==> config.mk <==
export PLATFORM = sky130hd
export DESIGN_NAME = axi_sram_ctrl
export DESIGN_NICKNAME = d
export VERILOG_FILES = /design/src/rtl/sram_ctrl_pkg.sv /design/src/rtl/sram_ctrl_arb.sv /design/src/rtl/axi_sram_ctrl.sv
export SDC_FILE = /design/constraint.sdc
export NUM_CORES = 1
export LEC_CHECK = 0
export ABC_AREA = 0
export CORE_AREA = 8 8 112 114
export CTS_CLUSTER_SIZE = 16
export DETAILED_ROUTE_END_ITERATION = 16
export DIE_AREA = 0 0 120 122
export HOLD_SLACK_MARGIN = 0.08
export PLACE_DENSITY = 0.81
export SLEW_MARGIN = 20
export SYNTH_ARGS = -nofsm -noshare
export SYNTH_HDL_FRONTEND = slang
export SYNTH_SLANG_ARGS = --single-unit
==> constraint.sdc <==
create_clock -name aclk -period 2.15 [get_ports aclk]
set_clock_uncertainty 0.1 [all_clocks]
set_input_delay 0.215 -clock aclk [delete_from_list [all_inputs] [get_ports aclk]]
set_output_delay 0.215 -clock aclk [all_outputs]
set_load 0.01 [all_outputs]
==> src/rtl/sram_ctrl_pkg.sv <==
// Shared types and codes for the AXI4 SRAM controller (axi_sram_ctrl).
package sram_ctrl_pkg;

  typedef enum logic [2:0] {
    S_IDLE,
    S_WDATA,
    S_WRESP,
    S_RISSUE,
    S_RDATA
  } state_t;

  localparam logic [1:0] BURST_FIXED = 2'b00;
  localparam logic [1:0] BURST_INCR  = 2'b01;

  localparam logic [1:0] RESP_OKAY   = 2'b00;
  localparam logic [1:0] RESP_SLVERR = 2'b10;

  // Only full-width FIXED/INCR bursts may touch the SRAM.
  function automatic logic req_legal(input logic [1:0] burst, input logic [2:0] size,
                                     input logic [2:0] full_size);
    return ((burst == BURST_FIXED) || (burst == BURST_INCR)) && (size == full_size);
  endfunction

endpackage

==> src/rtl/sram_ctrl_arb.sv <==
// AW/AR grant logic. `SRAM_CTRL_RR_ARB_EN selects round-robin; otherwise write has fixed priority.
module sram_ctrl_arb (
  input  logic clk,
  input  logic rst,
  input  logic en,
  input  logic req_w,
  input  logic req_r,
  output logic gnt_w,
  output logic gnt_r
);

  logic ptr;  // 0: write preferred, 1: read preferred

  always_comb begin
    gnt_w = en & req_w & (~req_r | ~ptr);
    gnt_r = en & req_r & (~req_w |  ptr);
  end

  always_ff @(posedge clk or posedge rst) begin
    if (rst)
      ptr <= 1'b0;
`ifdef SRAM_CTRL_RR_ARB_EN
    else if (gnt_w | gnt_r)
      ptr <= gnt_w;
`else
    else
      ptr <= 1'b0;
`endif
  end

endmodule

==> src/rtl/axi_sram_ctrl.sv <==
// AXI4 slave sequencing a single-port byte-addressed SRAM, one burst in flight at a time.
// Arbitration policy set by `SRAM_CTRL_RR_ARB_EN (see sram_ctrl_arb).
module axi_sram_ctrl
  import sram_ctrl_pkg::*;
#(
  parameter int addr_wid = 26,
  parameter int data_wid = 32,
  parameter int id_wid   = 4
) (
  input  logic                  aclk,
  input  logic                  areset,
  input  logic [id_wid-1:0]     awid,
  input  logic [addr_wid-1:0]   awaddr,
  input  logic [7:0]            awlen,
  input  logic [2:0]            awsize,
  input  logic [1:0]            awburst,
  input  logic                  awvalid,
  output logic                  awready,
  input  logic [data_wid-1:0]   wdata,
  input  logic [data_wid/8-1:0] wstrb,
  input  logic                  wlast,
  input  logic                  wvalid,
  output logic                  wready,
  output logic [id_wid-1:0]     bid,
  output logic [1:0]            bresp,
  output logic                  bvalid,
  input  logic                  bready,
  input  logic [id_wid-1:0]     arid,
  input  logic [addr_wid-1:0]   araddr,
  input  logic [7:0]            arlen,
  input  logic [2:0]            arsize,
  input  logic [1:0]            arburst,
  input  logic                  arvalid,
  output logic                  arready,
  output logic [id_wid-1:0]     rid,
  output logic [data_wid-1:0]   rdata,
  output logic [1:0]            rresp,
  output logic                  rlast,
  output logic                  rvalid,
  input  logic                  rready,
  output logic [data_wid-1:0]   mem_d,
  output logic [addr_wid-1:0]   mem_addr,
  output logic                  mem_wen,
  output logic [data_wid/8-1:0] mem_be,
  output logic                  mem_ceb,
  input  logic [data_wid-1:0]   mem_q
);

  localparam int         stroblen  = data_wid / 8;
  localparam logic [2:0] full_size = 3'($clog2(stroblen));

  state_t                state, next;
  logic [id_wid-1:0]     id;
  logic [addr_wid-1:0]   addr, addr_adv;
  logic [7:0]            cnt;
  logic [1:0]            burst;
  logic                  err;
  logic                  gnt_w, gnt_r;
  logic [1:0]            resp;

  sram_ctrl_arb u_arb (
    .clk   (aclk),
    .rst   (areset),
    .en    (state == S_IDLE),
    .req_w (awvalid),
    .req_r (arvalid),
    .gnt_w (gnt_w),
    .gnt_r (gnt_r)
  );

  // INCR wraps silently at the top of the address space.
  assign addr_adv = (burst == BURST_INCR) ? addr + addr_wid'(stroblen) : addr;

  always_comb begin
    next    = state;
    awready = 1'b0;
    arready = 1'b0;
    wready  = 1'b0;
    bvalid  = 1'b0;
    rvalid  = 1'b0;
    rlast   = 1'b0;
    mem_wen = 1'b0;
    mem_ceb = 1'b0;
    mem_be  = '0;
    mem_d   = '0;
    case (state)
      S_IDLE: begin
        awready = gnt_w;
        arready = gnt_r;
        if (gnt_w)      next = S_WDATA;
        else if (gnt_r) next = S_RISSUE;
      end
      S_WDATA: begin
        wready = 1'b1;
        if (wvalid) begin
          mem_wen = ~err;
          mem_be  = err ? '0 : wstrb;
          mem_d   = err ? '0 : wdata;
          if (cnt == 8'd0) next = S_WRESP;
        end
      end
      S_WRESP: begin
        bvalid = 1'b1;
        if (bready) next = S_IDLE;
      end
      S_RISSUE: begin
        mem_ceb = ~err;
        next    = S_RDATA;
      end
      S_RDATA: begin
        rvalid = 1'b1;
        rlast  = (cnt == 8'd0);
        if (rready) next = (cnt == 8'd0) ? S_IDLE : S_RISSUE;
      end
      default: next = S_IDLE;
    endcase
  end

  assign resp     = err ? RESP_SLVERR : RESP_OKAY;
  assign bresp    = (state == S_WRESP) ? resp : RESP_OKAY;
  assign rresp    = (state == S_RDATA) ? resp : RESP_OKAY;
  assign bid      = id;
  assign rid      = id;
  assign rdata    = ((state == S_RDATA) && !err) ? mem_q : '0;
  assign mem_addr = addr;

  always_ff @(posedge aclk or posedge areset) begin
    if (areset) begin
      state <= S_IDLE;
      id    <= '0;
      addr  <= '0;
      cnt   <= '0;
      burst <= BURST_FIXED;
      err   <= 1'b0;
    end else begin
      state <= next;
      if (gnt_w) begin
        id    <= awid;
        addr  <= awaddr;
        cnt   <= awlen;
        burst <= awburst;
        err   <= ~req_legal(awburst, awsize, full_size);
      end else if (gnt_r) begin
        id    <= arid;
        addr  <= araddr;
        cnt   <= arlen;
        burst <= arburst;
        err   <= ~req_legal(arburst, arsize, full_size);
      end
      if (state == S_WDATA && wvalid) begin
        // a misplaced wlast poisons the response but this beat is still written
        if (wlast != (cnt == 8'd0)) err <= 1'b1;
        if (cnt != 8'd0) begin
          cnt  <= cnt - 8'd1;
          addr <= addr_adv;
        end
      end
      if (state == S_RDATA && rready && cnt != 8'd0) begin
        cnt  <= cnt - 8'd1;
        addr <= addr_adv;
      end
    end
  end

endmodule

==> results of run 1 <==
metrics by stage:
step           std cells  setup WS (ns)  hold WS [ns]  total power, mW  instance area (sq um)
2_1_floorplan        479          0.173         0.223             4.28                   3680
3_3_place_gp         895         -0.132         0.392             6.27                   6750
3_5_place_dp         895         -0.186         0.396             6.39                   6750
4_1_cts              906         0.0108         0.174             7.06                   6850
5_1_grt              911        -0.0758         0.180             7.70                   6780
6_report             911         0.0326         0.162             7.15                   6780
worst min-delay path, delay by kind of cell:
kind                   cells  cell delay (ns)
buffers and inverters      3             0.74
cell type report:
type	instances	share of cell area
Clock inverter	2	0.00517
Inverter	11	0.00609
Timing Repair Buffer	324	0.438
Sequential cell	44	0.163
Multi-Input combinational cell	384	0.351
Clock buffer	6	0.0107
Tap cell	140	0.0258
cell families after synthesis:
kind of cell               count (synthesis)  share of synthesized area
buffers and inverters                     51                     0.0728
other                                      1                    0.00102
xor gates and xnor gates                  23                     0.0548
and+or+nand+nor                          249                      0.369
AOI/OAI and AO/OA                        103                      0.181
muxes                                      5                     0.0153
adders and majority gates                  2                    0.00680
DFF                                       44                      0.299
final timing paths:
check	startpoint	to	slack [ns]
max in group asynchronous	areset	state[2]$_DFFE_PP0P_	1.54
worst min register to register	bid[0]$_DFFE_PP0P_	bid[0]$_DFFE_PP0P_	0.42
worst max-delay path	state[1]$_DFFE_PP0P_	rdata[9]	0.03
min in group aclk	arid[2]	bid[2]$_DFFE_PP0P_	0.41
worst max register to register	state[0]$_DFFE_PP0P_	mem_addr[18]$_DFF_PP0_	0.07
worst min-delay path	areset	mem_addr[18]$_DFF_PP0_	0.16
cell usage after synthesis, drive strengths merged, types with 2 or more instances:
master / count
a221oi: 4
nor2: 34
nand3b: 2
a211oi: 3
clkbuf: 24
o22ai: 24
o22a: 4
a22oi: 6
and2: 69
o21ai: 27
a21oi: 15
a2bb2oi: 2
nor4: 3
xnor2: 9
nor4b: 2
nand2b: 3
and3: 23
nor3b: 2
dfrtp: 44
and4: 2
mux2: 2
a211o: 2
buf: 16
o221ai: 2
ha: 2
or3: 4
xor2: 14
nand4: 9
nand4b: 3
o211ai: 7
nand3: 17
mux2i: 3
inv: 11
nand2: 66
nor3: 7
power breakdown:
group          switching [mW]  internal [mW]
clock                   0.295          0.345
sequential              0.512           1.27
combinational            2.20           2.53
flip-flops by register name, summed over array words and instances (netlist names):
register  count
bid           4
burst         2
cnt           8
err           1
mem_addr     26
state         3
metal layers:
layer  up-vias  track usage  wire, um
met4         0       0.0757       396
met3        21       0.0764      1580
met5         -            0         0
met1      2229        0.254      6720
met2       217        0.440      9870
li1       2252            -         -
what timing repair did:
action	in CTS	in global routing
pin swaps	1	3
buffers inserted	2	3
resized for setup	94	109
cloned	1	2
endpoints found under the setup margin	74	82
==> out/metrics.cfg, run 1 <==
[clock_tree]
hold_buffers = 0
clock_latency_ns = 0.30
cts_tree = done
root_buffer = clkbuf_8
clkSlewWorstSetupHoldPaths_ns = 0.09
ctsHtreeMaxLevel = 2
cts_buffers = 5
clock-sinks = 44
clockBufferDepth = 2

[critical_path]
crit_path_end_kind = primary output
cp.arrival_ns = 1.80
crit_family = buffers and inverters
crit_cells = 7
cp_cell_sequence = nor2_2 -> nand2_2 -> nor2_4 -> buf_4 -> buf_4 -> and2_1 -> clkdlybuf4s15_2
critPathMaxStageDelay_ns = 0.44
path_max_fanout = 10
critPathRequiredTime_ns = 1.84
cp-start-kind = register
crit_slowest_cell = dfrtp_1
critical_path.most_common_cell = buf_4
worst-setup-path-type = reg -> out
crit_buf_inv = 3
worstRegToRegCells = 6

[sta]
finalMaxSlewViolations = 0
tns_ns = 0
max_slew_margin = 0.657
fmax_mhz = 472
post-route-min-period_ns = 2.12
max_slew.worst_pin.slew_ns = 0.510
setup_viol = 0
min_period_over_period = 0.985
hold_viol_final = 0
rsz0062_at_grt = true

[drt]
ant_nets = 0
vias_per_cell = 5.18
wl_um = 18600
drcViolationCount = 0
drtPass1Iterations = 5
routedWlPerCell_um = 20.4
drt_iter0_markers = 344
num_vias = 4719

[synthesis]
synth_flop_cell = dfrtp_1
async_reset_ff_frac = 1.00
syn_area_sq_um = 3680
syn-mean-instance-area_sq_um = 7.70
yosys_register_bits = 44
ys_top_cells_by_area = dfrtp_1 (30%), and2_1 (12%), nand2_1 (6.7%)
yosys.area.top_type = dfrtp_1
synth_cells = 478
netlist-cell-type-count = 60
synth_warnings = 0
yosysSeqAreaShare = 0.299
synth_edf_count = 0
synth_top_area_frac = 0.299

[pwr]
ir_drop_mv = 0.562
leakagePower_nw = 2.98
powerDensity_nw_per_um2 = 1060

[layout]
final_common_cell = clkdlybuf4s50_1
nets = 934
fillers = 946
drive_gt1_frac = 0.167
area.sequential_sq_um = 1100
post-route-util = 0.634
multi_input_area_sq_um = 2380
final_cell_mix = clkdlybuf4s50_1 (197), and2_1 (69), nand2_1 (64)
area_growth_pct = 84.3
antennaDiodeCount = 0

[placed_design]
port_buffers = 273
dp_hpwl_um = 14900
gp_congestion = 0.951

[global_routing]
gr-total-overflow = 0
gr-usage-all-layers = 0.239
grt_pass1_vias = 4902
grt_pass1_wl_um = 27700
grt_antenna_before_repair = 0
grt_max_degree = 53

[die]
die_h_um = 122
rows = 38
die_area_sq_um = 14600
start_util = 0.344
coreArea_sq_um = 10700
io_pins = 276
die_w_um = 120

[outcome]
status = finished, final reports clean

[min_path]
hold_class = in -> async

[job]
maxCapViolCount = 0

Power figures use the tool's default switching activity.
==> run 2: changes to the inputs <==
--- a/config.mk
+++ b/config.mk
@@ -11,7 +11,7 @@
 export DETAILED_ROUTE_END_ITERATION = 16
 export DIE_AREA = 0 0 120 122
 export HOLD_SLACK_MARGIN = 0.08
-export PLACE_DENSITY = 0.81
+export PLACE_DENSITY = 0.86
 export SLEW_MARGIN = 20
 export SYNTH_ARGS = -nofsm -noshare
 export SYNTH_HDL_FRONTEND = slang
==> run 2 against run 1 <==
Against the previous run:
- combinational power rose by 0.8%
- sequential share of layout area fell by 0.39 points
- register-to-register slack barely moved
- highest routed layer is now met5
- cell count fell by 0.22%
- die area did not move
- sequential cell count did not move
- worst hold slack got worse by 0.0084 ns
- sequential power rose by 3%
- global-route usage fell by 0.73 points
- critical path type unchanged
- core utilization rose by 1.5 points
- largest power group unchanged
==> out/metrics.cfg, run 2 (synthesized netlist as in run 1, its figures left out) <==
[drt]
routedWlPerCell_um = 20.0  ; -1.7%
drcViolationCount = 0  ; unchanged
wl_um = 18200  ; -1.9%
drt_iter0_markers = 325  ; -5.5%
vias_per_cell = 5.21  ; +0.54%
drtPass1Iterations = 4  ; -1
num_vias = 4734  ; +0.32%
ant_nets = 0  ; unchanged

[sta]
max_slew.worst_pin.slew_ns = 0.650  ; +0.140 ns
finalMaxSlewViolations = 0  ; unchanged
max_slew_margin = 0.561  ; -0.0965
post-route-min-period_ns = 2.09  ; -0.0234 ns
rsz0062_at_grt = true
setup_ws_ns = 0.0561  ; +0.0234 ns
setup_viol = 0  ; unchanged
whs_ns = 0.154  ; -0.00836 ns
fmax_mhz = 478  ; +1.1%
min_period_over_period = 0.974  ; -0.0109
hold_viol_final = 0  ; unchanged

[critical_path]
cp_cell_sequence = nor2_4 -> nand2_2 -> nor2_4 -> bufbuf_16 -> and2_1 -> clkdlybuf4s15_2
crit_end = rdata[16]
r2r_setup_slack_ns = 0.08  ; about the same
critPathRequiredTime_ns = 1.84  ; about the same
critical_path.most_common_cell = nor2_4
regToRegStartpoint = cnt[0]$_DFF_PP0_
crit_cells = 6  ; -1
critPathMaxStageDelay_ns = 0.47  ; +0.03 ns
r2r-end = mem_addr[18]$_DFF_PP0_
worst-setup-path-type = reg -> out
worstRegToRegCells = 7  ; +1
crit_buf_inv = 2  ; -1
crit_family = buffers and inverters
crit_path_end_kind = primary output
cp-start-kind = register
path_max_fanout = 16  ; +6
worstSetupStartpoint = state[1]$_DFFE_PP0P_
crit_slowest_cell = dfrtp_2
cp.arrival_ns = 1.78  ; -0.02 ns

[pwr]
powerDensity_nw_per_um2 = 1030  ; -2.0%
comb_power_share = 0.664  ; +0.002
internal_power_mw = 4.07  ; -1.8%
seq_power_share = 0.255  ; +0.006
swShare = 0.433  ; +0.0119
leakagePower_nw = 3.06  ; +2.8%
p_sw_mw = 3.11  ; +3.1%
ir_drop_mv = 0.629  ; +12%
clkPwrFrac = 0.081  ; -0.008

[layout]
fillers = 894  ; -5.5%
area_growth_pct = 88.6
multi_input_area_sq_um = 2380  ; unchanged
final_cell_mix = clkdlybuf4s50_1 (200), and2_1 (69), nand2_1 (65)
drive_gt1_frac = 0.122  ; -0.0451
final_common_cell = clkdlybuf4s50_1
nets = 932  ; -0.21%
area.sequential_sq_um = 1100  ; -0.11%
fin_cells = 909  ; -0.22%
post-route-util = 0.649  ; +0.0150
largest_register_ffs = 26  ; unchanged
antennaDiodeCount = 0  ; unchanged

[placed_design]
gp_congestion = 0.892  ; -6.2%
dp_hpwl_um = 14400  ; -3.1%
dp_slack_ns = -0.100  ; +0.0858 ns
dpl.cell_count = 893  ; -0.22%
port_buffers = 273  ; unchanged

[clock_tree]
cts_tree = done
clock_latency_ns = 0.30  ; about the same
clock-sinks = 44  ; unchanged
clockBufferDepth = 2  ; unchanged
root_buffer = clkbuf_8
cts_buffers = 5  ; unchanged
ctsHtreeMaxLevel = 2  ; unchanged
hold_buffers = 0  ; unchanged
clkSlewWorstSetupHoldPaths_ns = 0.09  ; about the same

[global_routing]
gr-total-overflow = 0  ; unchanged
grt_pass1_wl_um = 27300  ; -1.7%
grt_antenna_before_repair = 1  ; +1
gr-usage-all-layers = 0.231  ; -0.00731
grt_max_degree = 53  ; unchanged
grt_pass1_vias = 4923  ; +0.43%

[die]
die_w_um = 120  ; unchanged
coreArea_sq_um = 10700  ; unchanged
io_pins = 276  ; unchanged
die_h_um = 122  ; unchanged
start_util = 0.344  ; unchanged
die_area_sq_um = 14600  ; unchanged
rows = 38  ; unchanged

[job]
maxCapViolCount = 0  ; unchanged

[min_path]
hold_class = in -> async

[outcome]
status = finished, final reports clean

[run 2: changes by cell type in the layout (fill, tap and decap cells not counted), sizes merged, moves of 2 or more]
cell           delta
clkbuf           -45
dlygate4sd2      +41
clkdlybuf4s15     +4
buf               -3
clkdlybuf4s50     +3
dlymetal6s2s      -2
[run 2: metrics by stage]
step / setup TNS [ns] / power (mW) / instance area, sq um
after floorplan: 0 / 4.28 / 3680
after global placement: -0.657 / 6.24 / 6720
after detailed placement: -2.17 / 6.41 / 6720
after CTS: -0.00229 / 6.99 / 6830
after global routing: -0.647 / 7.71 / 6940
final: 0 / 7.17 / 6940
[run 2: worst min-delay path by stage]
stage / start / end / slack, ns / depth (start not counted)
final: areset / mem_addr[11]$_DFF_PP0_ / 0.15 / 2
after global routing: areset / mem_addr[11]$_DFF_PP0_ / 0.20 / 2
after CTS: areset / mem_addr[24]$_DFF_PP0_ / 0.17 / 2
after detailed placement: bid[1]$_DFFE_PP0P_ / bid[1]$_DFFE_PP0P_ / 0.40 / 2
after global placement: cnt[0]$_DFF_PP0_ / cnt[0]$_DFF_PP0_ / 0.39 / 1
after floorplan: rready / state[2]$_DFFE_PP0P_ / 0.22 / 1
[run 2: cell type report]
cell class | count | share of cell area
clock buffers | 7 | 0.0124
clock inverters | 1 | 0.00108
inverters | 11 | 0.00595
multi-input cells | 384 | 0.343
well taps | 140 | 0.0252
flip-flops and latches | 44 | 0.159
repair buffers | 322 | 0.454
[run 2: timing repair]
action / 4_1_cts / 5_1_grt
setup buffers: 0 / 6
setup endpoints to repair: 74 / 79
resized for setup: 115 / 9
pin swaps: 4 / 6
cloned: 1 / 1
hold endpoints to repair: 0 / 0
[run 2: power groups by stage]
stage               clock (mW)  sequential [mW]  combinational, mW
finish                   0.579             1.83               4.77
global route             0.618             1.90               5.19
CTS                      0.583             1.78               4.63
detailed placement           0             1.78               4.63
global placement             0             1.75               4.49
floorplan                    0             1.86               2.42
[run 2: layer usage]
metal	global-route usage	vias up	part of all wire
met2	0.411	229	0.51
met3	0.0745	34	0.090
li1	-	2257	-
met1	0.263	2212	0.37
met4	0.0601	2	0.025
met5	0	-	0.00060
==> run 3: changes to the inputs <==
--- a/config.mk
+++ b/config.mk
@@ -6,10 +6,10 @@
 export NUM_CORES = 1
 export LEC_CHECK = 0
 export ABC_AREA = 0
-export CORE_AREA = 8 8 112 114
+export CORE_AREA = 8 8 142 91
 export CTS_CLUSTER_SIZE = 16
 export DETAILED_ROUTE_END_ITERATION = 16
-export DIE_AREA = 0 0 120 122
+export DIE_AREA = 0 0 150 99
 export HOLD_SLACK_MARGIN = 0.08
 export PLACE_DENSITY = 0.86
 export SLEW_MARGIN = 20
==> run 3 against run 2 <==
Against the previous run:
- sequential cell count is the same
- first-iteration DRC count grew 14%
- total power grew 5.4%
- count of clock-buffer cells in the layout shrank 2
- via count grew 0.65%
==> out/metrics.cfg, run 3 (synthesized netlist as in run 1, its figures left out) <==
[outcome]
status = finished, final reports clean

[pwr]
internal_power_mw = 4.36  ; +7.2%
seq_power_share = 0.233  ; -0.022
swShare = 0.423  ; -0.00978
powerDensity_nw_per_um2 = 1100  ; +6.4%
comb_power_share = 0.648  ; -0.016
leakagePower_nw = 3.08  ; +0.81%
p_sw_mw = 3.20  ; +3.0%
clkPwrFrac = 0.119  ; +0.038
ir_drop_mv = 0.561  ; -11%

[critical_path]
path_max_fanout = 37  ; +21
crit_cells = 5  ; -1
cp-start-kind = register
cp.arrival_ns = 1.77  ; about the same
critPathMaxStageDelay_ns = 0.45  ; -0.02 ns
crit_family = simple AND/OR/NAND/NOR gates
worstRegToRegCells = 7  ; unchanged
regToRegStartpoint = cnt[2]$_DFF_PP0_
crit_buf_inv = 2  ; unchanged
r2r-end = mem_addr[15]$_DFF_PP0_
worst-setup-path-type = reg -> out
r2r_setup_slack_ns = 0.09  ; about the same
crit_path_end_kind = primary output
critPathRequiredTime_ns = 1.84  ; about the same
crit_slowest_cell = dfrtp_2
cp_cell_sequence = nand4bb_1 -> nor2_2 -> buf_12 -> and2_1 -> dlygate4sd2_1

[placed_design]
gp_congestion = 0.902  ; +1.2%
placed_area_sq_um = 6760  ; +0.52%
port_buffers = 273  ; unchanged
dp_hpwl_um = 16100  ; +12%

[layout]
drive_gt1_frac = 0.131  ; +0.00876
final_common_cell = clkdlybuf4s50_1
nets = 934  ; +0.21%
largest_register_ffs = 26  ; unchanged
area.sequential_sq_um = 1100  ; unchanged
fillers = 951  ; +6.4%
post-route-util = 0.632  ; -0.0169
area_growth_pct = 86.9
finalInstanceArea_sq_um = 6880  ; -0.90%
final_cell_mix = clkdlybuf4s50_1 (200), and2_1 (69), nand2_1 (65)
multi_input_area_sq_um = 2350  ; -1.2%

[clock_tree]
ctsHtreeMaxLevel = 2  ; unchanged
hold_buffers = 0  ; unchanged
clockBufferDepth = 2  ; unchanged
root_buffer = clkbuf_16
clock_latency_ns = 0.29  ; about the same
cts_tree = done
clkSlewWorstSetupHoldPaths_ns = 0.06  ; -0.03 ns
cts_buffers = 5  ; unchanged
clock-sinks = 44  ; unchanged

[drt]
routedWlPerCell_um = 21.5  ; +7.4%
drt_iter0_markers = 370  ; +14%
wl_um = 19800  ; +8.5%
drtPass1Iterations = 5  ; +1
vias_per_cell = 5.19  ; -0.33%
drcViolationCount = 0  ; unchanged
num_vias = 4765  ; +0.65%
ant_nets = 0  ; unchanged

[sta]
min_period_over_period = 0.968  ; -0.00642
hold_viol_final = 0  ; unchanged
rsz0062_at_grt = true
max_slew.worst_pin.slew_ns = 0.494  ; -0.156 ns
post-route-min-period_ns = 2.08  ; -0.0138 ns
finalMaxSlewViolations = 0  ; unchanged
fmax_mhz = 481  ; +0.66%
max_slew_margin = 0.668  ; +0.107
setup_viol = 0  ; unchanged

[global_routing]
gr-total-overflow = 0  ; unchanged
grt_max_degree = 53  ; unchanged
gr-usage-all-layers = 0.255  ; +0.0231
grt_pass1_wl_um = 29200  ; +7.2%
grt_pass1_vias = 4745  ; -3.6%
grt_antenna_before_repair = 3  ; +2

[die]
coreArea_sq_um = 10900  ; +1.8%
start_util = 0.338  ; -0.00593
die_w_um = 150  ; +25%
io_pins = 276  ; unchanged
rows = 30  ; -21%
die_h_um = 99  ; -19%
die_area_sq_um = 14900  ; +1.4%

[min_path]
hold_class = in -> async

[job]
maxCapViolCount = 0  ; unchanged

## run 3: worst reg2reg max path, cell delays in order (launching register included)
cell and delay, ns:
dfrtp_1 0.39, nor4_2 0.34, and3_4 0.27, buf_4 0.15
or2_4 0.21, buf_12 0.17, nor2_1 0.05, a221o_1 0.29
## run 3: per-stage QoR
step	TNS [ns]	hold slack, ns	worst slack, ns	std cells	total power [mW]
detailed placement	-3.05	0.402	-0.148	901	6.56
global placement	-2.58	0.390	-0.141	901	6.42
finish	0	0.126	0.0699	918	7.56
CTS	0	0.133	0.0000984	914	7.52
floorplan	0	0.223	0.173	479	4.28
global route	0	0.159	0.0119	915	8.06
## run 3: how the worst max path moves through the flow
stage | from | to | slack, ns
floorplan | cnt[0]$_DFF_PP0_ | mem_addr[21]$_DFF_PP0_ | 0.17
global placement | wvalid | mem_d[9] | -0.14
detailed placement | wvalid | mem_d[9] | -0.15
CTS | state[1]$_DFFE_PP0P_ | rdata[14] | 0.0001
global route | cnt[2]$_DFF_PP0_ | mem_addr[16]$_DFF_PP0_ | 0.01
finish | state[1]$_DFFE_PP0P_ | mem_d[6] | 0.07
## run 3: layout make-up
| class | instances | area share |
|---|---|---|
| repair buffers | 324 | 0.440 |
| multi-input cells | 384 | 0.342 |
| flip-flops and latches | 44 | 0.160 |
| well taps | 144 | 0.0262 |
| clock buffers | 5 | 0.0182 |
| clock inverters | 3 | 0.00673 |
| inverters | 11 | 0.00601 |
| diodes | 3 | 0.00109 |
## run 3: power by group through the flow
stage | Sequential, mW | Combinational, mW | Clock (mW)
after global placement | 1.70 | 4.71 | 0
after CTS | 1.74 | 4.87 | 0.908
after global routing | 1.82 | 5.29 | 0.946
final | 1.76 | 4.90 | 0.897
after detailed placement | 1.74 | 4.82 | 0
after floorplan | 1.86 | 2.42 | 0
## run 3: per-layer routing
metal	share of wire	vias up	routed length, um	global-route usage
met5	0.0014	-	27	0
met4	0.0079	4	157	0.0313
met3	0.11	22	2100	0.0938
met2	0.46	232	9090	0.405
met1	0.42	2251	8380	0.331
li1	-	2256	-	-
## run 3: repair_timing
action	4_1_cts	5_1_grt
pin swaps	2	2
setup endpoints to repair	74	30
setup buffers	5	1
resized for setup	98	41
